[config.mk]
export PLATFORM = sky130hd
export DESIGN_NAME = irq_ctrl
export DESIGN_NICKNAME = d
export VERILOG_FILES = /design/src/rtl/irq_ctrl.sv
export SDC_FILE = /design/constraint.sdc
export NUM_CORES = 1
export LEC_CHECK = 0
export CORE_ASPECT_RATIO = 1.25
export CORE_UTILIZATION = 44
export CTS_CLUSTER_SIZE = 28
export DETAILED_ROUTE_END_ITERATION = 6
export GPL_ROUTABILITY_DRIVEN = 0
export GPL_TIMING_DRIVEN = 0
export MAX_ROUTING_LAYER = met4
export PLACE_DENSITY = 0.86
export SLEW_MARGIN = 40
export SYNTH_ARGS = -nofsm -noshare
export SYNTH_HDL_FRONTEND = slang
export SYNTH_SLANG_ARGS = --single-unit
[constraint.sdc]
create_clock -name clk -period 4.5 [get_ports clk]
set_input_delay 1.125 -clock clk [delete_from_list [all_inputs] [get_ports clk]]
set_output_delay 1.125 -clock clk [all_outputs]
set_load 0.05 [all_outputs]
[src/rtl/irq_ctrl.sv]
// Sequential interrupt controller for the factorial accelerators' Done lines.
// Edge-detects Done into sticky pending bits and runs an irq/iack/EOI handshake with the core.
module irq_ctrl #(
    parameter int          NSRC       = 4,
    parameter logic [31:0] VEC_BASE   = 32'h0000_0100,
    parameter logic [31:0] VEC_STRIDE = 32'h0000_0010,
    localparam int         IDW        = (NSRC > 1) ? $clog2(NSRC) : 1
) (
    input  logic            clk,
    input  logic            rst,
    input  logic [NSRC-1:0] done,
    input  logic            we,
    input  logic [1:0]      a,
    input  logic [31:0]     wd,
    output logic [31:0]     rd,
    input  logic            iack,
    output logic            irq,
    output logic [31:0]     isr_addr,
    output logic [IDW-1:0]  src_id
);

    typedef enum logic [1:0] {
        ST_IDLE    = 2'd0,
        ST_REQ     = 2'd1,
        ST_SERVICE = 2'd2
    } state_t;

    state_t          state_r;
    logic [NSRC-1:0] done_q_r;
    logic [NSRC-1:0] pend_r;
    logic [NSRC-1:0] mask_r;
    logic [IDW-1:0]  id_r;
    logic [15:0]     count_r;
    logic            irq_r;
    logic [31:0]     isr_addr_r;
    logic [IDW-1:0]  src_id_r;

    logic [NSRC-1:0] rise_s;
    logic [NSRC-1:0] eligible_s;
    logic [NSRC-1:0] w1c_s;
    logic [NSRC-1:0] ack_clr_s;
    logic [NSRC-1:0] pend_next_s;
    logic [IDW-1:0]  sel_id_s;
    logic            ack_s;
    logic            eoi_s;
    logic            mask_we_s;
    logic            count_clr_s;
    logic            wd_unused_s;

    // Source 0 has the highest priority, so the lowest set index wins.
    function automatic logic [IDW-1:0] lowest_index(input logic [NSRC-1:0] v);
        logic [IDW-1:0] idx;
        idx = '0;
        for (int i = NSRC - 1; i >= 0; i--) begin
            if (v[i]) begin
                idx = IDW'(i);
            end
        end
        return idx;
    endfunction

    function automatic logic [31:0] vec_addr(input logic [IDW-1:0] idx);
        return VEC_BASE + (VEC_STRIDE * 32'(idx));
    endfunction

    assign wd_unused_s = ^wd[31:NSRC];
    assign ack_s       = (state_r == ST_REQ) && iack;
    assign eoi_s       = we && (a == 2'd2);
    assign mask_we_s   = we && (a == 2'd1);
    assign count_clr_s = we && (a == 2'd3);

    // Pending-bit next state: a fresh rise always beats W1C and the iack clear.
    always_comb begin
        rise_s     = done & ~done_q_r;
        eligible_s = pend_r & mask_r;
        sel_id_s   = lowest_index(eligible_s);
        ack_clr_s  = '0;
        if (we && (a == 2'd0)) begin
            w1c_s = wd[NSRC-1:0];
        end else begin
            w1c_s = '0;
        end
        if (ack_s) begin
            ack_clr_s[id_r] = 1'b1;
        end else begin
            ack_clr_s = '0;
        end
        pend_next_s = (pend_r & ~(w1c_s | ack_clr_s)) | rise_s;
    end

    // Register read mux.
    always_comb begin
        rd = 32'h0000_0000;
        case (a)
            2'd0: rd[NSRC-1:0] = pend_r;
            2'd1: rd[NSRC-1:0] = mask_r;
            2'd2: begin
                rd[31]      = (state_r == ST_SERVICE);
                rd[IDW-1:0] = id_r;
            end
            2'd3: rd[15:0] = count_r;
            default: rd = 32'h0000_0000;
        endcase
    end

    // Done edge capture, pending and mask registers.
    always_ff @(posedge clk or negedge rst) begin
        if (!rst) begin
            done_q_r <= '0;
            pend_r   <= '0;
            mask_r   <= '0;
        end else begin
            done_q_r <= done;
            pend_r   <= pend_next_s;
            if (mask_we_s) begin
                mask_r <= wd[NSRC-1:0];
            end
        end
    end

    // Handshake FSM with registered irq/vector outputs and the iack counter.
    always_ff @(posedge clk or negedge rst) begin
        if (!rst) begin
            state_r    <= ST_IDLE;
            id_r       <= '0;
            count_r    <= 16'h0000;
            irq_r      <= 1'b0;
            isr_addr_r <= 32'h0000_0000;
            src_id_r   <= '0;
        end else begin
            case (state_r)
                ST_IDLE: begin
                    if (|eligible_s) begin
                        state_r    <= ST_REQ;
                        id_r       <= sel_id_s;
                        irq_r      <= 1'b1;
                        isr_addr_r <= vec_addr(sel_id_s);
                        src_id_r   <= sel_id_s;
                    end else begin
                        irq_r      <= 1'b0;
                        isr_addr_r <= 32'h0000_0000;
                        src_id_r   <= '0;
                    end
                end
                ST_REQ: begin
                    if (iack) begin
                        state_r <= ST_SERVICE;
                        irq_r   <= 1'b0;
                        if (count_r != 16'hFFFF) begin
                            count_r <= count_r + 16'd1;
                        end
                    end
                end
                ST_SERVICE: begin
                    if (eoi_s) begin
                        state_r    <= ST_IDLE;
                        isr_addr_r <= 32'h0000_0000;
                        src_id_r   <= '0;
                    end
                end
                default: begin
                    state_r    <= ST_IDLE;
                    irq_r      <= 1'b0;
                    isr_addr_r <= 32'h0000_0000;
                    src_id_r   <= '0;
                end
            endcase
            if (count_clr_s) begin
                count_r <= 16'h0000;
            end
        end
    end

    assign irq      = irq_r;
    assign isr_addr = isr_addr_r;
    assign src_id   = src_id_r;

endmodule

==> flow_metrics.env, run 1 <==
export IMPL_critPathSlowestCell="clkdlybuf4s50_1"
export IMPL_antenna_found_initial=0
export IMPL_htreeDepth=2
export IMPL_routed_wl_um=4767
export IMPL_use_met1_pct=22.05
export IMPL_worstMarginPinSlew_ns=0.6158
export IMPL_hold_ws_ns=0.4193
export IMPL_grt_pass1_vias=1758
export IMPL_run_status="complete, no violations"
export IMPL_path_common_cell="clkdlybuf4s50_1"
export IMPL_report_final_slew_viol_count=0
export IMPL_ys_seq_area_share_pct=40.43
export IMPL_track_usage_pct=19.49
export IMPL_drive_gt1_share_pct=19.82
export IMPL_fin_nets=375
export IMPL_cts_root_buf="clkbuf_8"
export IMPL_cts_hold_buf=0
export IMPL_finClkSkew_ns=0.009798
export IMPL_synth_common_cells="46 x buf_4, 36 x dfrtp_1, 28 x nand2_1"
export IMPL_grt_overflow=0
export IMPL_crit_family="buffers and inverters"
export IMPL_crit_required_ns=3.38
export IMPL_ys_warn_count=0
export IMPL_hold_path_class="reg2reg"
export IMPL_path_cells="clkdlybuf4s50_1 -> clkbuf_1 -> nor3b_1 -> clkdlybuf4s50_1"
export IMPL_worstSetupPathType="in2out"
export IMPL_dr_total_vias=1936
export IMPL_core_area_mm2=0.004800
export IMPL_drv_cap=0
export IMPL_drt_iter0_drc=129
export IMPL_grt_busiest_layer="met2"
export IMPL_cp_start_kind="input port"
export IMPL_slowest_delay_ns=0.84
export IMPL_ioPinCount=109
export IMPL_regArea_um2=900.9
export IMPL_synthArstFlopShare_pct=100.0
export IMPL_grt_pass1_wl_um=7686
export IMPL_path_depth=4
export IMPL_fmax_mhz=231.0
export IMPL_dp_hpwl_um=3626
export IMPL_yosysUniqueCellTypes=36
export IMPL_power_leakage_nw=1.457
export IMPL_synth_top_cell_area_share_pct=40.43
export IMPL_synth_top_area_cell="dfrtp_1"
export IMPL_finalCritPeriodShare_pct=96.18
export IMPL_rr_endpoint="count_r[3]$_DFFE_PN0P_"
export IMPL_syn_avg_cell_area_um2=9.095
export IMPL_endpoint_kind="output pin"
export IMPL_wl_per_cell_um=12.13
export IMPL_hold_viol=0
export IMPL_yosysMostFrequentCell="buf_4"
export IMPL_layout_setup_ws_ns=0.1717
export IMPL_rsz0062_at_grt="false"
export IMPL_multi_input_area_mm2=0.001101
export IMPL_crit_buf_inv=3
export IMPL_io_buffers=36
export IMPL_die_width_um=65.65
export IMPL_gr_usage_met2_pct=32.96
export IMPL_viasPerCell=4.926
export IMPL_core_rowCount=28
export IMPL_die_area_mm2=0.005355
export IMPL_cp_arrival_ns=3.20
export IMPL_met3_usage_pct=4.028
export IMPL_fin_setup_tns_ns=0
export IMPL_rrSetupSlack_ns=2.32
export IMPL_stdcell_count=393
export IMPL_path_clk_slew_ns=0.07
export IMPL_start_util_pct=46.43
export IMPL_cp_max_fo=10
export IMPL_grt_start_max_net_pins=20
export IMPL_drc_errors=0
export IMPL_crit_end="rd[31]"
export IMPL_diodes=0
export IMPL_cts_path_max_buffers=2
export IMPL_synth_edf_count=0
export IMPL_ys_ff_latch=36
export IMPL_place_inst=385
export IMPL_netlist_instances=245
export IMPL_maxSlewHeadroom_pct=58.61
export IMPL_powerDensity_mw_per_mm2=424.8
export IMPL_dr_pass1_iters=4
export IMPL_area_growth_synth_to_final_pct=32.90
export IMPL_finalCoreUtilization_pct=61.70
export IMPL_cts_tree="built"
export IMPL_max_vdd_ir_drop_mv=0.3297
export IMPL_setup_viol=0
export IMPL_ant_nets=0
export IMPL_fillers=437
export IMPL_finalCriticalPeriod_ns=4.328
export IMPL_synth_area_leaders="dfrtp_1 40%, buf_4 15%, nand2_1 4.7%, o21ai_0 4.3%, and3_1 3.9%"
export IMPL_cts_sinks=36
export IMPL_cts_buffers_inserted=5
export IMPL_setup_worst_path_start="a[1]"
export IMPL_fp_dieH_um=81.57
export IMPL_syn_area_mm2=0.002228
export IMPL_place_ws_ns=-0.06536
export IMPL_r2r_start="count_r[1]$_DFFE_PN0P_"
export IMPL_synth_flop_cell="dfrtp_1"
export IMPL_insertion_delay_ns=0.29
export IMPL_reg2reg_depth=6
## sequential cells by signal (all words and copies together), names as in the netlist
signal / count
count_r: 16
done_q_r: 4
state_r: 2
src_id: 1
pend_r: 4
isr_addr: 2
irq: 1
id_r: 2
mask_r: 4
## how the worst min path moves through the flow
| stage | start | end | depth (start not counted) |
|---|---|---|---|
| after floorplan | done_q_r[0]$_DFF_PN0_ | pend_r[0]$_DFF_PN0_ | 1 |
| after CTS | done_q_r[0]$_DFF_PN0_ | pend_r[0]$_DFF_PN0_ | 1 |
| after global routing | done_q_r[2]$_DFF_PN0_ | pend_r[2]$_DFF_PN0_ | 1 |
| final | done_q_r[0]$_DFF_PN0_ | pend_r[0]$_DFF_PN0_ | 1 |
| after detailed placement | done_q_r[0]$_DFF_PN0_ | pend_r[0]$_DFF_PN0_ | 1 |
| after global placement | done_q_r[2]$_DFF_PN0_ | pend_r[2]$_DFF_PN0_ | 1 |
## cell usage in the layout (no fill, tap or decap), types with 4 or more instances in the layout
master and count:
a21oi_1 13, and3_1 14, buf_4 46, clkbuf_1 8, clkbuf_8 5, clkdlybuf4s50_1 27
conb_1 44, dfrtp_1 36, dlygate4sd2_1 7, inv_1 5, mux2_2 4, nand2_1 28
nand3_1 11, nand4_1 6, o211ai_1 4, o21ai_0 19, o31ai_1 5, or3_1 10
or4_1 7
## worst reg2reg max path, cell delays in order (launching register included)
cell and delay (ns):
dfrtp_1 0.43, ha_1 0.26, nand4_1 0.17, nor4_2 0.57, clkbuf_1 0.38, o21ai_0 0.15, a21oi_1 0.14
## per-stage QoR
stage	cell area, um2	power, W
finish	2962	0.001258
global route	2962	0.001329
floorplan	2390	0.0008362
detailed placement	2848	0.0009834
CTS	2949	0.001266
global placement	2825	0.0009663
## area by class of cell
class	count	area share, %
flip-flops and latches	36	30.42
inverters	5	0.6337
plain buffers	55	12.84
clock buffers	5	2.324
repair buffers	37	12.63
well taps	60	2.535
multi-input cells	192	37.18
clock inverters	3	1.436
## kinds of logic (layout without fill, tap and decap cells)
| family | after synthesis | after routing | share of synthesized area, % |
|---|---|---|---|
| adders and majority gates | 1 | 1 | 0.5614 |
| buffers and inverters | 60 | 105 | 17.91 |
| muxes | 8 | 8 | 4.941 |
| AOI/OAI and AO/OA | 47 | 47 | 12.47 |
| xor gates and xnor gates | 1 | 1 | 0.3931 |
| other | 1 | 44 | 0.1683 |
| and+or+nand+nor | 91 | 91 | 23.13 |
| DFF | 36 | 36 | 40.43 |
## where the power goes
| group | internal [W] | total [W] | switching (W) |
|---|---|---|---|
| Sequential | 0.000386 | 0.000460 | 0.0000733 |
| Combinational | 0.000183 | 0.000515 | 0.000332 |
| Clock | 0.000164 | 0.000283 | 0.000119 |
| Total | 0.000734 | 0.00126 | 0.000524 |
## metal layers
metal | wire, um | up-vias
met3 | 341 | 6
met1 | 1895 | 871
met2 | 2487 | 92
met5 | 0 | -
li1 | - | 967
met4 | 43 | 0
## repair_timing
action / 4_1_cts / 5_1_grt
setup endpoints to repair: 8 / 1
buffers inserted: 0 / 0
endpoints found under the hold margin: 0 / 0
resized for setup: 8 / 1
Note: power is estimated with default switching activity, not from simulation.
==> inputs of run 2 (changes only) <==
CORE_UTILIZATION = 41   (was 44)
PLACE_DENSITY = 0.81   (was 0.86)
TNS_END_PERCENT = 1   (was unset)
clock period = 4.75 ns   (was 4.5 ns; I/O delays follow)
==> run 2 against run 1 <==
  * Count of clock-buffer cells in the layout increased by 1
  * Die area is 7.1% higher
  * Via count up 0.62%
  * Sequential share of layout area is 0.19 points lower
  * Cell count increased by 0.51%
  * Register-to-register slack gained 0.35 ns
==> flow_metrics.env, run 2 (synthesis results as in run 1) <==
export IMPL_run_status="complete, no violations"
export IMPL_mostFrequentLayoutCells="46 x buf_4, 44 x conb_1, 36 x dfrtp_1"
export IMPL_final_common_cell="buf_4"
export IMPL_htreeDepth=2
export IMPL_hold_ws_ns=0.4223
export IMPL_path_common_cell="clkdlybuf4s50_1"
export IMPL_grt_pass1_vias=1687
export IMPL_grt_start_max_net_pins=21
export IMPL_wl_per_cell_um=12.21
export IMPL_worstMarginPinSlew_ns=0.7494
export IMPL_critPathSlowestCell="clkdlybuf4s50_1"
export IMPL_antenna_found_initial=0
export IMPL_cp_arrival_ns=3.34
export IMPL_path_clk_slew_ns=0.07
export IMPL_track_usage_pct=18.33
export IMPL_drt_iter0_drc=157
export IMPL_power_leakage_nw=1.553
export IMPL_fin_nets=375
export IMPL_setup_worst_path_start="a[1]"
export IMPL_path_cells="clkdlybuf4s50_1 -> clkbuf_1 -> nor3b_1 -> clkdlybuf4s50_1"
export IMPL_core_area_mm2=0.005152
export IMPL_slowest_delay_ns=0.86
export IMPL_maxSlewHeadroom_pct=49.65
export IMPL_routed_wl_um=4822
export IMPL_hold_path_class="reg2reg"
export IMPL_largest_register_ffs=16
export IMPL_max_vdd_ir_drop_mv=0.3379
export IMPL_die_area_mm2=0.005736
export IMPL_powerDensity_mw_per_mm2=400.1
export IMPL_finClkSkew_ns=0.01052
export IMPL_crit_family="buffers and inverters"
export IMPL_worstSetupPathType="in2out"
export IMPL_area_growth_synth_to_final_pct=33.75
export IMPL_reg2reg_depth=5
export IMPL_grt_pass1_wl_um=7783
export IMPL_p_clk_share_pct=22.3
export IMPL_crit_buf_inv=3
export IMPL_drv_cap=0
export IMPL_cts_sinks=36
export IMPL_rr_endpoint="count_r[15]$_DFFE_PN0P_"
export IMPL_dr_total_vias=1948
export IMPL_diodes=0
export IMPL_stdcell_area_mm2=0.002980
export IMPL_cts_tree="built"
export IMPL_min_path_cells=1
export IMPL_cts_buffers_inserted=5
export IMPL_drc_errors=0
export IMPL_insertion_delay_ns=0.30
export IMPL_cts_root_buf="clkbuf_8"
export IMPL_rrSetupSlack_ns=2.67
export IMPL_ioPinCount=109
export IMPL_cp_start_kind="input port"
export IMPL_rsz0062_at_grt="false"
export IMPL_hold_viol=0
export IMPL_finalCriticalPeriod_ns=4.531
export IMPL_post_cts_buffers=0
export IMPL_dr_pass1_iters=4
export IMPL_top_register="count_r"
export IMPL_cp_max_fo=10
export IMPL_endpoint_kind="output pin"
export IMPL_p_int_w=0.0006962
export IMPL_cts_path_max_buffers=2
export IMPL_crit_end="rd[31]"
export IMPL_crit_required_ns=3.56
export IMPL_fp_dieH_um=84.43
export IMPL_dp_hpwl_um=3689
export IMPL_p_seq_share_pct=36.4
export IMPL_switchingPower_w=0.0004963
export IMPL_swShare_pct=41.62
export IMPL_ctsResizeCount=1
export IMPL_r2r_start="state_r[1]$_DFFE_PN0P_"
export IMPL_pwr_share_comb_pct=41.3
export IMPL_grt_overflow=0
export IMPL_die_width_um=67.94
export IMPL_fmax_mhz=220.7
export IMPL_report_final_slew_viol_count=0
export IMPL_viasPerCell=4.932
export IMPL_ant_nets=0
export IMPL_path_depth=4
export IMPL_drive_gt1_share_pct=19.22
export IMPL_cts_hold_buf=0
export IMPL_io_buffers=36
export IMPL_finalCritPeriodShare_pct=95.40
export IMPL_setup_viol=0
export IMPL_postPlaceCellArea_mm2=0.002850
export IMPL_core_rowCount=29
export IMPL_start_util_pct=43.25
==> run 2: changes by cell type in the layout (fill, tap and decap cells not counted), sizes merged <==
cell	previous run	this run
dlygate4sd2	7	1
clkdlybuf4s15	1	0
clkinvlp	1	0
clkbuf	13	14
dlymetal6s2s	0	7
==> run 2: worst reg2reg max path, delay by kind of cell (launching register included) <==
family | cells | cell delay, ns
AO/OA/AOI/OAI | 1 | 0.14
buffers and inverters | 1 | 0.17
flip-flops | 1 | 0.43
AND/OR/NAND/NOR | 3 | 1.26
==> run 2: power by group through the flow <==
stage / clock, W / sequential (W) / combinational (W)
finish: 0.000266 / 0.000434 / 0.000492
global placement: 0 / 0.000436 / 0.000481
CTS: 0.000273 / 0.000433 / 0.000494
global route: 0.000283 / 0.000443 / 0.000527
detailed placement: 0 / 0.000439 / 0.000494
floorplan: 0 / 0.000476 / 0.000316
==> run 2: final cells by class <==
cell class | count | area, um2
buffer | 55 | 380.4
clock buffer | 6 | 72.57
clock inverter | 2 | 35.03
fill | 469 | 2172
inverter | 5 | 18.77
multi-input combinational | 192 | 1096
sequential | 36 | 900.9
tap | 62 | 77.57
timing repair buffer | 37 | 399.1
==> run 2: metal layers <==
| layer | share of wire [%] | routed length, um | track usage [%] |
|---|---|---|---|
| met1 | 40 | 1946 | 22.09 |
| met2 | 51 | 2466 | 30.04 |
| met3 | 7.0 | 337 | 3.261 |
| met4 | 1.5 | 72 | 6.250 |
| met5 | 0 | 0 | - |
==> run 2: how the worst min path moves through the flow <==
stage / from / end
after CTS: done_q_r[0]$_DFF_PN0_ / pend_r[0]$_DFF_PN0_
final: done_q_r[0]$_DFF_PN0_ / pend_r[0]$_DFF_PN0_
after global placement: done_q_r[1]$_DFF_PN0_ / pend_r[1]$_DFF_PN0_
after floorplan: done_q_r[0]$_DFF_PN0_ / pend_r[0]$_DFF_PN0_
after detailed placement: done_q_r[0]$_DFF_PN0_ / pend_r[0]$_DFF_PN0_
after global routing: done_q_r[0]$_DFF_PN0_ / pend_r[0]$_DFF_PN0_
==> run 2: through the flow <==
step | utilization [%] | instances | TNS (ns) | power, W | setup WS, ns
2_1_floorplan | - | 288 | 0 | 0.0007922 | 0.9114
5_1_grt | 57.84 | 395 | 0 | 0.001254 | 0.1458
3_3_place_gp | 54.88 | 386 | 0 | 0.0009170 | 0.05826
6_report | 57.84 | 395 | 0 | 0.001193 | 0.2187
4_1_cts | 57.38 | 395 | 0 | 0.001200 | 0.02269
3_5_place_dp | 55.32 | 387 | -0.01473 | 0.0009333 | -0.01473
